## src/rtl/cardinal_nic.sv

```systemverilog
// cardinal_nic: PE-to-router NIC with one-entry in/out channel buffers and polarity-gated injection.
// Optional NIC_IRQ_EN adds an irq output that mirrors the input-buffer-full flag.
module cardinal_nic #(
  parameter int PACKET_SIZE = 64
) (
  input  logic                   clk,
  input  logic                   reset,
  input  logic [1:0]             addr,
  input  logic [PACKET_SIZE-1:0] d_in,
  output logic [PACKET_SIZE-1:0] d_out,
  input  logic                   nicEn,
  input  logic                   nicWrEn,
  output logic                   net_so,
  input  logic                   net_ro,
  output logic [PACKET_SIZE-1:0] net_do,
  input  logic                   net_si,
  output logic                   net_ri,
  input  logic [PACKET_SIZE-1:0] net_di,
  input  logic                   net_polarity
`ifdef NIC_IRQ_EN
  ,
  output logic                   irq
`endif
);
  logic [PACKET_SIZE-1:0] in_buf_q, in_buf_d, out_buf_q, out_buf_d, d_out_q, d_out_d;
  logic in_full_q, in_full_d, out_full_q, out_full_d;
  logic rd, wr, capture;
  logic [PACKET_SIZE-1:0] rd_data;
  assign net_ri  = ~in_full_q;
  assign net_do  = out_buf_q;
  assign net_so  = out_full_q & net_ro & (net_polarity == out_buf_q[PACKET_SIZE-1]);
  assign d_out   = d_out_q;
  assign rd      = nicEn & ~nicWrEn;
  assign wr      = nicEn & nicWrEn & (addr == 2'b10) & ~out_full_q;
  assign capture = net_si & ~in_full_q;
`ifdef NIC_IRQ_EN
  assign irq = in_full_q;
`endif
  always_comb begin
    rd_data    = addr == 2'b00 ? in_buf_q :
                 addr == 2'b01 ? {{(PACKET_SIZE-1){1'b0}}, in_full_q} :
                 addr == 2'b10 ? out_buf_q : {{(PACKET_SIZE-1){1'b0}}, out_full_q};
    d_out_d    = rd ? rd_data : d_out_q;
    in_buf_d   = capture ? net_di : in_buf_q;
    // capture beats a same-edge addr-00 read clearing the flag
    in_full_d  = capture ? 1'b1 : (rd && addr == 2'b00) ? 1'b0 : in_full_q;
    out_buf_d  = wr ? d_in : out_buf_q;
    out_full_d = wr ? 1'b1 : net_so ? 1'b0 : out_full_q;
  end
  always_ff @(posedge clk) begin
    if (reset) begin
      d_out_q    <= '0;
      in_buf_q   <= '0;
      out_buf_q  <= '0;
      in_full_q  <= 1'b0;
      out_full_q <= 1'b0;
    end else begin
      d_out_q    <= d_out_d;
      in_buf_q   <= in_buf_d;
      out_buf_q  <= out_buf_d;
      in_full_q  <= in_full_d;
      out_full_q <= out_full_d;
    end
  end
endmodule

```

## config.mk

```make
export PLATFORM = sky130hd
export DESIGN_NAME = cardinal_nic
export DESIGN_NICKNAME = d
export VERILOG_FILES = /design/src/rtl/cardinal_nic.sv
export SDC_FILE = /design/constraint.sdc
export NUM_CORES = 1
export LEC_CHECK = 0
export CORE_MARGIN = 5
export CORE_UTILIZATION = 50
export CTS_BUF_LIST = sky130_fd_sc_hd__clkbuf_8
export CTS_CLUSTER_SIZE = 8
export DETAILED_ROUTE_END_ITERATION = 12
export DONT_BUFFER_PORTS = 1
export MAX_ROUTING_LAYER = met4
export REMOVE_ABC_BUFFERS = 1
export SETUP_SLACK_MARGIN = 0.4
export SLEW_MARGIN = 20
export SYNTH_ARGS = -nofsm -noshare
export SYNTH_HDL_FRONTEND = slang
export SYNTH_SLANG_ARGS = --single-unit
export TNS_END_PERCENT = 100
```

## constraint.sdc

```tcl
create_clock -name clk -period 1.42 [get_ports clk]
set_input_delay 0.213 -clock clk [delete_from_list [all_inputs] [get_ports clk]]
set_output_delay 0.213 -clock clk [all_outputs]
set_load 0.05 [all_outputs]
```

==> results.py, run 1 <==
metrics = {
    "run_status": {
        "outcome": "finished with violations",
        "violations": "hold timing, setup timing",
    },
    "drt": {
        "antenna_left": 0,
        "first_iter_violations": 461,
        "routed_wl_um": 25500,
        "wl_per_cell_um": 22.5,
        "vias": 6616,
        "top_layer": "met4",
        "drc_errors": 0,
        "avgViaCountPerCell": 5.84,
        "drt_pass1_iterations": 5,
        "wl_met1_um": 10300,
        "wl_met3_um": 2120,
        "wl_met2_um": 12500,
    },
    "cells_and_area": {
        "regArea_sq_um": 4210,
        "syn2layout_area_growth_pct": 55.5,
        "layout-drive-gt1-share_pct": 46.0,
        "nFillCells": 900,
        "post-route-cell-area_sq_um": 12000,
        "layout.cells.non_filler": 1133,
        "diodes": 0,
        "layout.nets": 1071,
        "final_core_util_pct": 79.1,
        "multi_input_area_sq_um": 4310,
    },
    "power_and_ir_drop": {
        "cellPowerDensity_nw_per_um2": 866,
        "leakage_nw": 4.58,
        "combPwrFrac_pct": 15.0,
        "p_int_mw": 7.59,
        "vdd_drop_max_mv": 0.841,
        "finalPower_mw": 10.4,
        "pwr-share-clk_pct": 29.5,
        "p_switching_mw": 2.82,
        "sw_frac_of_total_pct": 27.1,
        "pwr-share-seq_pct": 55.5,
    },
    "global_route": {
        "grt_pass1_vias": 6548,
        "grt_antenna_before_repair": 0,
        "grt-ovfl-total": 0,
        "grt_first_pass_wirelength_um": 37400,
        "grt_max_degree": 261,
        "grt_util_all_layers_pct": 27.3,
    },
    "die": {
        "die_x_um": 134,
        "start_util_pct": 50.9,
        "die_y_um": 134,
        "row_count": 45,
        "core_area_sq_um": 15200,
        "ios": 267,
        "dieArea_sq_um": 18000,
    },
    "sta": {
        "layout_min_cycle_time_ns": 1.48,
        "slew_violations": 0,
        "finalCritPeriodShare_pct": 104,
        "timing.fmax_ghz": 0.674,
        "tightest_slew_ns": 0.729,
        "setup_violations": 1,
        "rsz0062_at_grt": "yes",
        "fin_ws_ns": -0.0628,
        "hold_violations": 80,
        "clock_skew_ns": 0.0122,
        "fin_hold_ws_ns": -0.182,
        "slew_headroom_pct": 51.4,
        "setup_tns_ns": -0.0628,
    },
    "yosys": {
        "synth.distinct_cells": 26,
        "synth_area_sq_um": 7730,
        "yosysWarnings": 0,
        "yosysSeqAreaShare_pct": 50.2,
        "synthCells": 792,
        "syn_area_per_cell_sq_um": 9.76,
        "synth.ff_latch_count": 194,
    },
    "placed_design": {
        "placed_cells": 989,
        "place_ws_ns": -0.0293,
        "gp_congestion": 0.761,
        "portBuffers": 0,
        "placed_cell_area_sq_um": 8390,
        "dp_hpwl_um": 13600,
    },
    "cts": {
        "cts_num_sinks": 194,
        "htreeDepth": 4,
        "clockRootBuffer": "clkbuf_8",
        "hold_buffers": 64,
        "path_clk_slew_ns": 0.10,
        "cts_max_path_buffers": 2,
        "numCtsBuffers": 17,
        "cts_tree": "yes",
        "clk-insertion-delay-late_ns": 0.45,
    },
    "worst_setup_path": {
        "cp.required_ns": 1.21,
        "arrival_ns": 1.27,
        "endpoint_kind": "output port",
        "start_kind": "flop",
        "crit_type": "reg2out",
        "cp_max_fo": 2,
    },
    "flow_run": {
        "drv_cap": 0,
    },
    "worst_hold_path": {
        "min_path_type": "in2reg",
    },
}
sequential cells by signal (all words and copies together), names as in the netlist:
name        count
in_full_q       1
net_do         64
d_out          64
out_full_q      1
in_buf_q       64
power groups by stage:
stage                     Combinational (mW)  Clock [mW]  Sequential, mW
after floorplan                        0.440           0            6.00
after global placement                 0.665           0            5.97
after detailed placement               0.685           0            5.98
after CTS                               1.37        3.13            5.77
final                                   1.56        3.07            5.78
after global routing                    1.64        3.37            5.80
placed cells by master (no fill, tap or decap), types with 2 or more instances in the layout:
cell type,Yosys,layout
nand2_4,0,67
clkbuf_8,0,18
dfxtp_1,194,64
buf_16,0,21
a221o_1,63,63
nand2_2,0,3
dfxtp_2,0,65
clkbuf_16,0,3
nor2b_4,0,2
buf_12,0,25
clkinv_2,0,5
clkinvlp_4,0,5
mux2i_1,65,64
nand2b_1,129,128
buf_6,6,13
nor3b_1,63,63
nand2_1,128,58
dlygate4sd3_1,0,64
a21oi_2,0,65
dfxtp_4,0,65
inv_1,1,2
buf_8,0,66
path summary, 6_finish.rpt:
path	startpoint	to	slack [ns]	cells past startpoint
worst max-delay path	net_do[63]	net_so	-0.06	3
worst min-delay path	reset	in_buf_q[9]	-0.18	1
worst max register to register	in_full_q	in_buf_q[53]	0.06	7
worst min register to register	in_buf_q[31]	in_buf_q[31]	0.46	2
Yosys cell counts, drive strengths merged:
cell / count / area [sq um]
clkbuf: 33 / 124
nor2: 2 / 7.51
buf: 37 / 221
nand2: 128 / 480
xnor2: 1 / 8.76
a21boi: 1 / 7.51
a21oi: 65 / 325
inv: 1 / 3.75
nor2b: 2 / 15.0
nor3b: 64 / 485
nor3: 1 / 16.3
a221o: 63 / 631
mux4: 1 / 22.5
o21ba: 1 / 10.0
o21ai: 1 / 5.00
dfxtp: 194 / 3880
mux2i: 65 / 651
and3: 1 / 6.26
nand2b: 129 / 807
or3b: 1 / 11.3
nand4b: 1 / 8.76
final cells by class:
cell class	instances	share of cell area [%]
sequential	194	35.0
inverter	1	0.0625
multi-input combinational	527	35.9
timing repair buffer	193	24.5
tap	188	1.96
clock inverter	12	0.593
clock buffer	18	2.06
kinds of logic after synthesis:
kind of cell	share of synthesized area [%]
and+or+nand+nor	23.8
DFF	50.2
AOI/OAI and AO/OA	12.7
buffers and inverters	4.52
muxes	8.71
xor gates and xnor gates	0.113
layer usage:
layer  GRT usage [%]  up-vias
met5               -        -
met4            8.60        0
met3            7.54       41
met2            44.5      275
met1            33.0     3263
li1                -     3037
what timing repair did:
action                                  CTS  global route
pin swaps                                42            63
gates cloned                             18             4
endpoints found under the hold margin   131           129
endpoints found under the setup margin  280           260
buffers inserted                         27             1
resized for setup                       456           118
worst max-delay path: stages, from the launching register on:
cell and delay, ns:
dfxtp_2 0.37, xnor2_2 0.11, and3_4 0.21, buf_12 0.13
No activity file was read; power rests on OpenSTA's default activity.
==> inputs of run 2 (changes only) <==
- TNS_END_PERCENT: 100 -> 10
==> run 2 against run 1 <==
Compared with the run above: setup slack worse by 0.0080 ns; clock skew is 0.0013 ns lower; the run still ends with hold timing, setup timing left; via count is 2.7% lower; utilization is 4.3 points lower; critical path depth stayed put.
==> results.py, run 2 (synthesis results as in run 1) <==
metrics = {
    "die": {
        "ios": 267,
        "core_area_sq_um": 15200,
        "die_x_um": 134,
        "dieArea_sq_um": 18000,
        "die_y_um": 134,
        "start_util_pct": 50.9,
        "row_count": 45,
    },
    "power_and_ir_drop": {
        "pwr-share-clk_pct": 30.2,
        "p_switching_mw": 2.76,
        "sw_frac_of_total_pct": 27.2,
        "finalPower_mw": 10.2,
        "combPwrFrac_pct": 12.9,
        "p_int_mw": 7.41,
        "pwr-share-seq_pct": 56.9,
        "cellPowerDensity_nw_per_um2": 895,
        "leakage_nw": 4.30,
        "vdd_drop_max_mv": 0.584,
    },
    "cts": {
        "cts_tree": "yes",
        "clk-insertion-delay-late_ns": 0.46,
        "hold_buffers": 64,
        "htreeDepth": 4,
        "clockRootBuffer": "clkbuf_8",
        "numCtsBuffers": 17,
        "path_clk_slew_ns": 0.09,
        "cts_max_path_buffers": 2,
        "cts_num_sinks": 194,
    },
    "placed_design": {
        "portBuffers": 0,
        "dp_hpwl_um": 13600,
        "placed_cell_area_sq_um": 8390,
        "gp_congestion": 0.761,
    },
    "drt": {
        "drt_pass1_iterations": 5,
        "routed_wl_um": 23700,
        "drc_errors": 0,
        "vias": 6438,
        "top_layer": "met4",
        "antenna_left": 0,
        "wl_met1_um": 9520,
        "wl_met2_um": 11800,
        "avgViaCountPerCell": 5.85,
        "wl_per_cell_um": 21.6,
        "first_iter_violations": 411,
        "wl_met3_um": 1910,
    },
    "sta": {
        "finalCritPeriodShare_pct": 105,
        "fin_hold_ws_ns": -0.178,
        "hold_violations": 90,
        "fin_ws_ns": -0.0708,
        "timing.fmax_ghz": 0.671,
        "setup_violations": 1,
        "layout_min_cycle_time_ns": 1.49,
        "slew_headroom_pct": 77.7,
        "clock_skew_ns": 0.0109,
        "tightest_slew_ns": 0.334,
        "rsz0062_at_grt": "yes",
        "slew_violations": 0,
    },
    "cells_and_area": {
        "post-route-cell-area_sq_um": 11400,
        "syn2layout_area_growth_pct": 47.0,
        "layout_common_cells": "128 x nand2b_1, 75 x nand2_4",
        "layout.nets": 1038,
        "layout_commonest_cell": "nand2b_1",
        "layout-drive-gt1-share_pct": 45.7,
        "final_core_util_pct": 74.7,
        "diodes": 0,
    },
    "worst_setup_path": {
        "cp_max_fo": 2,
        "crit_type": "reg2out",
        "cp_slowest_cell": "dfxtp_2",
        "cp_cell_sequence": "xnor2_2, and3_4, buf_12",
        "max_stage_delay_ns": 0.37,
        "arrival_ns": 1.28,
        "endpoint_kind": "output port",
        "start_kind": "flop",
        "cp.required_ns": 1.21,
    },
    "global_route": {
        "grt_util_all_layers_pct": 24.2,
        "grt_antenna_before_repair": 0,
        "grt_first_pass_wirelength_um": 34200,
        "grt_pass1_vias": 6349,
        "grt-ovfl-total": 0,
        "grt_max_degree": 261,
    },
    "run_status": {
        "violations": "hold timing, setup timing",
        "outcome": "finished with violations",
    },
    "flow_run": {
        "drv_cap": 0,
    },
    "worst_hold_path": {
        "min_path_type": "in2reg",
    },
}
==> run 2: changes by cell type in the layout (fill, tap and decap cells not counted) <==
cell / previous run / this run
mux2i_2: 1 / 2
clkbuf_16: 3 / 5
nand2_1: 58 / 44
buf_6: 13 / 7
nand2_4: 67 / 75
buf_16: 21 / 2
mux2i_1: 64 / 63
nand2_2: 3 / 9
buf_8: 66 / 65
buf_12: 25 / 16
==> run 2: path summary, 6_finish.rpt <==
path / start / end / slack, ns / cells after the start
min: reset / in_buf_q[9] / -0.18 / 1
max reg2reg: in_full_q / d_out[0] / 0.08 / 5
max: net_do[63] / net_so / -0.07 / 3
min reg2reg: in_buf_q[18] / in_buf_q[18] / 0.46 / 2
==> run 2: worst max-delay path: cells and delay by family, from the launching register on <==
family                    cells  cell delay [ns]
xor gates and xnor gates      1             0.11
buffers and inverters         1             0.13
DFF                           1             0.37
and+or+nand+nor               1             0.21
==> run 2: final cells by class <==
class	instances	area (sq um)
sequential	194	4210
fill	985	3840
timing repair buffer	160	2200
tap	188	235
inverter	1	7.51
clock buffer	18	248
clock inverter	12	71.3
multi-input combinational	527	4390
==> run 2: repair_timing <==
action / 4_1_cts / 5_1_grt
hold endpoints to repair: 131 / 129
resized for setup: 485 / 93
setup buffers: 1 / 7
gates cloned: 0 / 9
pin swaps: 128 / 90
endpoints found under the setup margin: 280 / 261
==> run 2: power by group through the flow <==
stage | registers [mW] | clock network [mW] | logic, mW
2_1_floorplan | 6.00 | 0 | 0.440
3_3_place_gp | 5.97 | 0 | 0.665
3_5_place_dp | 5.98 | 0 | 0.685
4_1_cts | 5.78 | 3.13 | 1.03
5_1_grt | 5.81 | 3.36 | 1.39
6_report | 5.79 | 3.07 | 1.31
==> run 2: stage by stage <==
| stage | worst slack (ns) | std cells | TNS (ns) |
|---|---|---|---|
| after global routing | -0.148 | 1100 | -0.148 |
| after detailed placement | -0.0293 | 989 | -0.159 |
| final | -0.0708 | 1100 | -0.0708 |
| after global placement | 0.0213 | 989 | 0 |
| after floorplan | -3.32 | 722 | -393.56 |
| after CTS | -0.0878 | 1084 | -0.0878 |
==> run 2: metal layers <==
| metal | global-route usage, % | up-vias |
|---|---|---|
| li1 | - | 2969 |
| met1 | 28.4 | 3176 |
| met2 | 39.0 | 262 |
| met3 | 8.14 | 31 |
| met4 | 8.43 | 0 |
| met5 | - | - |
==> inputs of run 3 (changes only) <==
- CORE_MARGIN: 5 -> default
- GPL_TIMING_DRIVEN: default -> 0
- SLEW_MARGIN: 20 -> 30
==> run 3 against run 2 <==
Compared with the run above: the flow still finishes with violations (hold timing, setup timing); sequential cell count unchanged; first-iteration DRC count increased by 2.7%; total power increased by 4.2%; critical path type unchanged.
==> results.py, run 3 (synthesis results as in run 1) <==
metrics = {
    "run_status": {
        "outcome": "finished with violations",
        "violations": "hold timing, setup timing",
    },
    "worst_setup_path": {
        "crit_type": "reg2out",
        "cp_max_fo": 4,
        "cp_cell_sequence": "xnor2_2, and3_4",
        "r2r_setup_slack_ns": 0.03,
        "cp.required_ns": 1.21,
        "max_stage_delay_ns": 0.49,
        "rr_worst_depth": 7,
        "endpoint_kind": "output port",
        "reg2reg_to": "in_buf_q[17]",
        "arrival_ns": 1.40,
        "cp_slowest_cell": "dfxtp_4",
        "r2r-start": "in_full_q",
        "start_kind": "flop",
    },
    "die": {
        "die_y_um": 126,
        "dieArea_sq_um": 16000,
        "die_x_um": 126,
        "core_area_sq_um": 15100,
        "ios": 267,
        "start_util_pct": 51.0,
        "row_count": 45,
    },
    "power_and_ir_drop": {
        "cellPowerDensity_nw_per_um2": 927,
        "vdd_drop_max_mv": 0.587,
        "leakage_nw": 4.29,
    },
    "sta": {
        "clock_skew_ns": 0.0136,
        "fin_ws_ns": -0.193,
        "rsz0062_at_grt": "yes",
        "slew_violations": 0,
        "setup_violations": 1,
        "hold_violations": 68,
        "layout_min_cycle_time_ns": 1.61,
        "timing.fmax_ghz": 0.620,
        "tightest_slew_ns": 0.621,
        "fin_hold_ws_ns": -0.149,
        "slew_headroom_pct": 58.4,
        "finalCritPeriodShare_pct": 114,
    },
    "global_route": {
        "grt_antenna_before_repair": 0,
        "grt-ovfl-total": 0,
        "grt_pass1_vias": 6512,
        "grt_util_all_layers_pct": 29.8,
        "grt_first_pass_wirelength_um": 35600,
        "grt_max_degree": 261,
    },
    "drt": {
        "first_iter_violations": 422,
        "vias": 6443,
        "wl_met1_um": 9310,
        "drt_pass1_iterations": 5,
        "antenna_left": 0,
        "top_layer": "met4",
        "wl_met2_um": 12600,
        "avgViaCountPerCell": 5.95,
        "routed_wl_um": 24600,
        "wl_per_cell_um": 22.7,
        "wl_met3_um": 1960,
        "drc_errors": 0,
    },
    "cells_and_area": {
        "layout.cells.non_filler": 1082,
        "diodes": 0,
        "post-route-cell-area_sq_um": 11400,
        "nFillCells": 949,
        "layout.nets": 1022,
        "layout-drive-gt1-share_pct": 46.6,
        "layout_common_cells": "130 x dfxtp_4, 128 x nand2b_1, 76 x nand2_4",
        "multi_input_area_sq_um": 4500,
        "syn2layout_area_growth_pct": 47.8,
        "layout_commonest_cell": "dfxtp_4",
        "regArea_sq_um": 4370,
    },
    "cts": {
        "clockRootBuffer": "clkbuf_8",
        "cts_num_sinks": 194,
        "clk-insertion-delay-late_ns": 0.46,
        "path_clk_slew_ns": 0.09,
        "numCtsBuffers": 17,
        "cts_tree": "yes",
        "htreeDepth": 4,
        "cts_max_path_buffers": 2,
    },
    "worst_hold_path": {
        "holdCritStartpoint": "net_di[39]",
        "min_path_type": "in2reg",
        "holdPathEnd": "in_buf_q[39]",
        "hold_path_depth": 2,
    },
    "placed_design": {
        "portBuffers": 0,
        "placed_cells": 932,
        "gp_congestion": 0.730,
        "placed_cell_area_sq_um": 8070,
        "dp_hpwl_um": 13500,
    },
    "flow_run": {
        "drv_cap": 0,
    },
}
## run 3: changes by cell type in the layout (fill, tap and decap cells not counted), moves of 10 or more
cell | before | now
buf_16 | 2 | 13
dfxtp_4 | 65 | 130
nor3b_2 | 0 | 10
nand2_1 | 44 | 34
buf_6 | 7 | 19
nor3b_1 | 63 | 53
buf_4 | 1 | 13
buf_8 | 65 | 8
dfxtp_2 | 65 | 0
## run 3: routing by layer
| metal | up-vias | global-route usage [%] |
|---|---|---|
| li1 | 2942 | - |
| met4 | 0 | 12.3 |
| met1 | 3154 | 31.4 |
| met5 | - | - |
| met2 | 289 | 51.7 |
| met3 | 58 | 9.45 |
## run 3: worst max path at each step
stage,from,slack [ns],to
after floorplan,addr[0],-3.32,net_do[0]
after global placement,addr[0],-5.47,net_do[45]
after detailed placement,addr[0],-0.56,d_out[51]
after CTS,net_do[63],-0.21,net_so
after global routing,net_do[63],-0.23,net_so
final,net_do[63],-0.19,net_so
## run 3: timing repair
action / in CTS / in global routing
hold buffers: 64 / 1
pin swaps: 153 / 145
buffers inserted: 16 / 29
gates resized for setup: 427 / 135
endpoints found under the setup margin: 324 / 322
cloned: 7 / 5
hold endpoints to repair: 131 / 128
## run 3: worst max-delay path, delay by kind of cell (launching register included)
| family | cells | cell delay [ns] |
|---|---|---|
| and+or+nand+nor | 1 | 0.30 |
| DFF | 1 | 0.49 |
| xor gates and xnor gates | 1 | 0.14 |
## run 3: final cells by class
| class | count | share of cell area, % |
|---|---|---|
| tap | 188 | 2.06 |
| timing repair buffer | 142 | 17.1 |
| multi-input combinational | 529 | 39.4 |
| clock buffer | 20 | 2.41 |
| clock inverter | 8 | 0.799 |
| sequential | 194 | 38.2 |
| inverter | 1 | 0.0657 |
## run 3: metrics by stage
stage / hold slack (ns) / total power [mW] / setup TNS [ns] / utilization [%] / worst slack, ns
CTS: -0.216 / 10.5 / -0.359 / 69.8 / -0.212
global route: -0.218 / 11.0 / -0.238 / 75.5 / -0.232
finish: -0.149 / 10.6 / -0.193 / 75.5 / -0.193
detailed placement: 0.300 / 6.70 / -32.87 / 53.3 / -0.559
global placement: 0.297 / 6.61 / -808.22 / 50.3 / -5.47
floorplan: 0.282 / 6.44 / -393.56 / - / -3.32
## run 3: where the power goes
group | total [mW] | switching [mW] | internal [mW]
Combinational | 1.38 | 0.619 | 0.757
Sequential | 5.75 | 0.344 | 5.41
Clock | 3.47 | 1.82 | 1.65
